File: src/rtl/axis_uart_pkg.sv
`default_nettype none
// ============================================================================
// Module : axis_uart_pkg
// Brief  : Shared types and constants for the UART TX stream arbiter.
//          Provides the arbiter FSM state encoding, the width of the
//          source-ID field carried in the header byte, the default header
//          base value and the UART byte width.
// Rev    : 1.0  initial release
// ============================================================================
package axis_uart_pkg;

  typedef enum logic [1:0] {
    IDLE = 2'd0,
    HDR  = 2'd1,
    DATA = 2'd2
  } arb_state_e;

  // Requester index width; also the number of header bits that carry the ID.
  localparam int         HDR_ID_BITS      = 3;
  localparam logic [7:0] HDR_BASE_DEFAULT = 8'hA0;
  localparam int         UART_BYTE_W      = 8;

endpackage : axis_uart_pkg
`default_nettype wire

File: src/rtl/rr_priority_select.sv
`default_nettype none
// ============================================================================
// Module : rr_priority_select
// Brief  : Combinational round-robin picker. Searches the request vector
//          starting one position above last_i and wrapping modulo N_REQ.
//          Returns a one-hot grant, its index and a valid flag.
// Ports  : req_i   [N_REQ]  request vector
//          last_i  [IDX_W]  most recently served index
//          gnt_o   [N_REQ]  one-hot grant (zero when nothing requested)
//          idx_o   [IDX_W]  index of the granted bit
//          valid_o          any request present
// Rev    : 1.0  initial release
// ============================================================================
module rr_priority_select #(
  parameter int N_REQ = 4,
  parameter int IDX_W = 3
) (
  input  logic [N_REQ-1:0] req_i,
  input  logic [IDX_W-1:0] last_i,
  output logic [N_REQ-1:0] gnt_o,
  output logic [IDX_W-1:0] idx_o,
  output logic             valid_o
);

  // One extra bit so last_i + offset cannot overflow before the wrap.
  localparam int             CW      = IDX_W + 1;
  localparam logic [CW-1:0]  C_NREQ  = CW'(N_REQ);

  logic [CW-1:0] cand;

  // Walk offsets 1..N_REQ from last_i; the first requesting candidate wins.
  // The inner equality loop avoids a variable-width bit select into req_i.
  always_comb begin
    gnt_o   = '0;
    idx_o   = '0;
    valid_o = 1'b0;
    cand    = '0;
    for (int i = 1; i <= N_REQ; i++) begin
      cand = {1'b0, last_i} + CW'(i);
      if (cand >= C_NREQ) begin
        cand = cand - C_NREQ;
      end
      for (int j = 0; j < N_REQ; j++) begin
        if (!valid_o && req_i[j] && (cand == CW'(j))) begin
          valid_o  = 1'b1;
          gnt_o[j] = 1'b1;
          idx_o    = IDX_W'(j);
        end
      end
    end
  end

endmodule : rr_priority_select
`default_nettype wire

File: src/rtl/axis_uart_tx_arbiter.sv
`default_nettype none
// ============================================================================
// Module : axis_uart_tx_arbiter
// Brief  : Packet-aware round-robin arbiter sharing one UART TX byte stream
//          between N_REQ AXI-Stream requesters. Each grant lasts until the
//          tlast beat (or until MAX_LEN beats, when the watchdog revokes it)
//          and is optionally prefixed by a header byte HDR_BASE | grant_id.
// Ports  : clk, rst                 clock, synchronous active-high reset
//          s_tdata  [8*N_REQ]       requester data, requester k at [8k+7:8k]
//          s_tvalid/s_tlast [N_REQ] requester valid / end of packet
//          s_tready [N_REQ]         requester ready, at most one bit high
//          m_tdata/m_tvalid         stream to the UART TX wrapper
//          m_tready                 ready from the UART TX wrapper
//          grant_id [3]             current or most recent grant
//          busy                     FSM outside IDLE
//          wdog_trip                one-cycle pulse on watchdog revocation
// Rev    : 1.0  initial release
// ============================================================================
module axis_uart_tx_arbiter
  import axis_uart_pkg::*;
#(
  parameter int         N_REQ    = 4,
  parameter int         HDR_EN   = 1,
  parameter logic [7:0] HDR_BASE = HDR_BASE_DEFAULT,
  parameter int         MAX_LEN  = 64
) (
  input  logic                           clk,
  input  logic                           rst,
  input  logic [UART_BYTE_W*N_REQ-1:0]   s_tdata,
  input  logic [N_REQ-1:0]               s_tvalid,
  input  logic [N_REQ-1:0]               s_tlast,
  output logic [N_REQ-1:0]               s_tready,
  output logic [UART_BYTE_W-1:0]         m_tdata,
  output logic                           m_tvalid,
  input  logic                           m_tready,
  output logic [HDR_ID_BITS-1:0]         grant_id,
  output logic                           busy,
  output logic                           wdog_trip
);

  localparam logic [HDR_ID_BITS-1:0] LAST_RST = HDR_ID_BITS'(N_REQ - 1);
  localparam logic [7:0]             C_MAX    = 8'(MAX_LEN);

  arb_state_e                 state_q, state_d;
  logic [HDR_ID_BITS-1:0]     last_q, last_d;
  logic [HDR_ID_BITS-1:0]     grant_q, grant_d;
  logic [N_REQ-1:0]           gnt_oh_q, gnt_oh_d;
  logic [7:0]                 len_q, len_d;
  logic                       wdog_q, wdog_d;

  logic [N_REQ-1:0]           sel_gnt;
  logic [HDR_ID_BITS-1:0]     sel_idx;
  logic                       sel_valid;

  logic [UART_BYTE_W-1:0]     gnt_data;
  logic                       gnt_valid;
  logic                       gnt_last;
  logic [7:0]                 len_inc;
  logic [UART_BYTE_W-1:0]     hdr_byte;

  rr_priority_select #(
    .N_REQ (N_REQ),
    .IDX_W (HDR_ID_BITS)
  ) u_rr_sel (
    .req_i   (s_tvalid),
    .last_i  (last_q),
    .gnt_o   (sel_gnt),
    .idx_o   (sel_idx),
    .valid_o (sel_valid)
  );

  // The grant is kept one-hot so the data mux is a plain AND-OR tree.
  always_comb begin
    gnt_data = '0;
    for (int k = 0; k < N_REQ; k++) begin
      if (gnt_oh_q[k]) begin
        gnt_data = gnt_data | s_tdata[k*UART_BYTE_W +: UART_BYTE_W];
      end
    end
  end

  assign gnt_valid = |(s_tvalid & gnt_oh_q);
  assign gnt_last  = |(s_tlast  & gnt_oh_q);
  assign len_inc   = (len_q == 8'hFF) ? len_q : (len_q + 8'd1);
  assign hdr_byte  = HDR_BASE | {{(UART_BYTE_W-HDR_ID_BITS){1'b0}}, grant_q};

  always_comb begin
    state_d  = state_q;
    last_d   = last_q;
    grant_d  = grant_q;
    gnt_oh_d = gnt_oh_q;
    len_d    = len_q;
    wdog_d   = 1'b0;
    s_tready = '0;
    m_tvalid = 1'b0;
    m_tdata  = '0;
    case (state_q)
      IDLE: begin
        if (sel_valid) begin
          grant_d  = sel_idx;
          gnt_oh_d = sel_gnt;
          last_d   = sel_idx;
          len_d    = '0;
          state_d  = (HDR_EN != 0) ? HDR : DATA;
        end
      end
      HDR: begin
        m_tvalid = 1'b1;
        m_tdata  = hdr_byte;
        if (m_tready) begin
          state_d = DATA;
        end
      end
      DATA: begin
        m_tdata  = gnt_data;
        m_tvalid = gnt_valid;
        s_tready = gnt_oh_q & {N_REQ{m_tready}};
        if (gnt_valid && m_tready) begin
          len_d = len_inc;
          if (gnt_last) begin
            state_d = IDLE;
          end else if (len_inc == C_MAX) begin
            // Revoke: the rest of this packet re-arbitrates with a new header.
            state_d = IDLE;
            wdog_d  = 1'b1;
          end
        end
      end
      default: begin
        state_d = IDLE;
      end
    endcase
  end

  always_ff @(posedge clk) begin
    if (rst) begin
      state_q  <= IDLE;
      last_q   <= LAST_RST;
      grant_q  <= '0;
      gnt_oh_q <= N_REQ'(1);
      len_q    <= '0;
      wdog_q   <= 1'b0;
    end else begin
      state_q  <= state_d;
      last_q   <= last_d;
      grant_q  <= grant_d;
      gnt_oh_q <= gnt_oh_d;
      len_q    <= len_d;
      wdog_q   <= wdog_d;
    end
  end

  assign grant_id  = grant_q;
  assign busy      = (state_q != IDLE);
  assign wdog_trip = wdog_q;

endmodule : axis_uart_tx_arbiter
`default_nettype wire

File: config.mk
export PLATFORM = sky130hd
export DESIGN_NAME = axis_uart_tx_arbiter
export DESIGN_NICKNAME = d
export VERILOG_FILES = /design/src/rtl/axis_uart_pkg.sv /design/src/rtl/rr_priority_select.sv /design/src/rtl/axis_uart_tx_arbiter.sv
export SDC_FILE = /design/constraint.sdc
export NUM_CORES = 1
export LEC_CHECK = 0
export BUFFER_PORTS_ARGS = -buffer_cell sky130_fd_sc_hd__buf_2
export CORE_MARGIN = 2
export CORE_UTILIZATION = 26
export CTS_CLUSTER_DIAMETER = 150
export DETAILED_ROUTE_END_ITERATION = 7
export GPL_ROUTABILITY_DRIVEN = 0
export PLACE_DENSITY = 0.51
export SYNTH_ARGS = -nofsm -noshare
export SYNTH_HDL_FRONTEND = slang
export SYNTH_HIERARCHICAL = 1
export SYNTH_SLANG_ARGS = --single-unit
File: constraint.sdc
create_clock -name clk -period 4.45 [get_ports clk]
set_input_delay 0.445 -clock clk [delete_from_list [all_inputs] [get_ports clk]]
set_output_delay 0.445 -clock clk [all_outputs]
set_load 0.03 [all_outputs]
==> summary.txt <==
Clock tree
  • Post-CTS setup buffers: 0
  • Clock Latency Late Sink: 0.26 ns
  • Post-CTS sizing: 0
  • Inserted Clock Buffers: 3
  • Max Buffers Root-to-Sink: 2
  • Worst-path clk slew: 0.08 ns
  • CTS tree: done
  • Hold_buf cts: 0
  • Clock sinks: 20
  • H-tree depth: 1
  • Clock Tree Root: clkbuf_8

Logic synthesis
  • Synth warnings: 6
  • Post-synth net total: 301
  • Syn Inst Count: 249
  • FF+latch count, synth: 20
  • Largest cells by area after synthesis: dfxtp_1 (21%), nand2_1 (6.1%), ha_1 (5.9%), a21oi_1 (5.0%), a221oi_1 (4.1%)
  • Asr flop ratio synth: 0%
  • Distinct cells, synth: 60
  • Top post-synthesis cells by count: nand2_1 (31), dfxtp_1 (20), a21oi_1 (19)
  • Post-synthesis sequential area ratio: 21.0%
  • Cell type with the largest total area after synthesis: dfxtp_1
  • Post-synthesis area per instance: 7.67 um2
  • Count leader, synth: nand2_1
  • Prevailing post-synth register cell: dfxtp_1
  • Top cell type's share of synthesized area: 21.0%
  • Synthesized area: 1910 um2
  • Number of synthesized flops with an enable pin: 0

Timing
  • Crit share post-route: 83.1%
  • Period minus WS final: 3.70 ns
  • Tightest Pin Transition: 0.696 ns
  • RSZ-0062 raised after global routing: no
  • Final Skew: 0.00743 ns
  • Slew Viols, Final: 0
  • Relative slew slack: 52.9%
  • # setup viols final: 0
  • Max Clk Rate: 270 MHz
  • Hold violation total from the final report: 0
  • Setup TNS: 0 ns

Drt
  • Routed wl met3: 366 um
  • Via count: 2089
  • Max layer used: met4
  • Routed Antenna Nets: 0
  • Initial DRC Count: 144
  • Routed wl met2: 2.57 mm
  • DR vias/cell: 5.28
  • Initial DRT Pass Iterations: 4
  • DR WL/cell: 13.9 um
  • # DRC: 0
  • Met1 wire length: 2.52 mm
  • Routed Wire Length: 5.52 mm

Pwr
  • Power per cell area: 668 nW/um2
  • Maximum vdd drop: 0.000202 V
  • Static Leakage: 0.967 nW

Worst setup path
  • Reg-to-Reg Start: last_q[1]$_SDFFE_PP1P_
  • Crit start category: register
  • CP Capture Type: register
  • Critical path arrival: 3.85 ns
  • Largest stage delay, worst path: 0.57 ns
  • Worst Setup SP: last_q[1]$_SDFFE_PP1P_
  • Crit-path max FO: 14
  • Crit Path Class: register to register
  • Crit path cell chain: nand2_1 -> inv_1 -> ha_1 -> ha_1 -> and3_1 -> a32o_2 -> a2111oi_4 -> nand3_1 -> nand2_1 -> a22oi_1 -> buf_4 -> and3b_1 -> a22oi_1 -> nor2_1
  • Worst path slowest cell: dfxtp_1
  • CP required: 4.60 ns

GRT
  • Global-route wire length before repair: 9.20 mm
  • Pin count of the biggest net entering global routing: 23
  • Global route overflow: 0
  • Vias in the first global route: 1933
  • GRT Total Usage: 13.5%
  • Antenna violations before repair: 0

Cells and area
  • Multi-input logic area: 1320 um2
  • Filler cells: 773
  • Total area of sequential cells: 400 um2
  • Fraction of layout cells with a size suffix above 1: 25.9%
  • Finished Core Util: 31.7%
  • Number of diodes: 0
  • Synth-to-Final Area Change: 19.0%
  • Nets: 350

Placed design
  • Number of port buffers: 60
  • Dpl hpwl: 4.20 mm

Status
  • Status: finished clean

Floorplanning
  • Number of core rows: 31
  • IO Pins: 61
  • Core area: 7180 um2
  • Die area: 8050 um2
  • Initial core utilization: 26.6%
  • Die Ht: 89.7 um
  • Die X: 89.7 um

Worst hold path
  • Worst hold path class: primary input to register
  • Min-Delay Startpoint: m_tready

Flow run
  • Max_cap viols: 0
==> placed cells by master (no fill, tap or decap), types with 4 or more instances in the layout <==
| cell type | synthesis | final |
|---|---|---|
| buf_2 | 2 | 60 |
| nand2_1 | 31 | 31 |
| dfxtp_1 | 20 | 20 |
| a21oi_1 | 19 | 19 |
| inv_1 | 15 | 15 |
| nand3_1 | 15 | 15 |
| and3_1 | 11 | 11 |
| a22oi_1 | 10 | 10 |
| nor2_1 | 10 | 10 |
| a221oi_1 | 9 | 9 |
| ha_1 | 9 | 9 |
| o21ai_1 | 6 | 6 |
| o21ai_0 | 6 | 6 |
| a211oi_1 | 6 | 6 |
| a22o_1 | 5 | 5 |
| or2b_1 | 4 | 4 |
| mux2i_1 | 4 | 4 |
| clkbuf_8 | 0 | 4 |
==> cells by family (layout without fill, tap and decap cells) <==
kind of cell,count (synthesis),count (layout),share of synthesized area (%)
simple gates,93,93,26.1
mux,4,4,2.10
other cells,1,1,0.196
flops,20,20,21.0
xor+xnor,2,2,0.917
buf+inv,33,81,9.82
fa+ha+maj,9,9,5.89
compound gates,87,87,34.1
==> final timing paths <==
check / endpoint / slack, ns / depth (start not counted)
worst max-delay path: len_q[1]$_SDFFE_PP0P_ / 0.75 / 14
worst min-delay path: wdog_trip$_SDFF_PP0_ / 0.47 / 3
worst max register to register: len_q[1]$_SDFFE_PP0P_ / 0.75 / 14
worst min register to register: grant_id[0]$_SDFFE_PP0P_ / 0.49 / 2
==> worst max-delay path, delay by kind of cell (launching register included) <==
family                     cells  cell delay, ns
buffers and inverters          2            0.31
AOI/OAI and AO/OA              4            0.99
DFF                            1            0.57
adders and majority gates      2            0.48
and+or+nand+nor                6            1.23
==> sequential cells by signal, indices dropped and copies added (netlist names) <==
register,cells
gnt_oh_q,4
grant_id,2
last_q,3
len_q,8
state_q,2
wdog_trip,1
==> metal layers <==
| metal | up-vias | GRT usage, % |
|---|---|---|
| met3 | 9 | 2.68 |
| li1 | 1033 | - |
| met2 | 94 | 23.2 |
| met5 | - | 0 |
| met4 | 0 | 3.08 |
| met1 | 953 | 17.4 |
==> report_power, final <==
group          internal [mW]  leakage (nW)  switching [mW]
Combinational          0.416         0.775           0.632
Sequential             0.225         0.163           0.104
Clock                 0.0788        0.0288          0.0624
==> stage by stage <==
step	total power, mW	hold slack [ns]	area, um2	std cells	setup slack (ns)
floorplan	1.18	0.471	1910	249	1.18
global placement	1.37	0.477	2220	392	0.875
detailed placement	1.37	0.470	2220	392	0.789
CTS	1.52	0.466	2270	396	0.783
global route	1.66	0.489	2270	396	0.384
finish	1.52	0.468	2270	396	0.750
==> layout make-up <==
class	count	area share, %
Clock buffer	4	2.42
Inverter	15	2.48
Tap cell	99	5.45
Sequential cell	20	17.6
Multi-Input combinational cell	196	58.2
Timing Repair Buffer	62	13.9
Note: power is estimated with default switching activity, not from simulation.
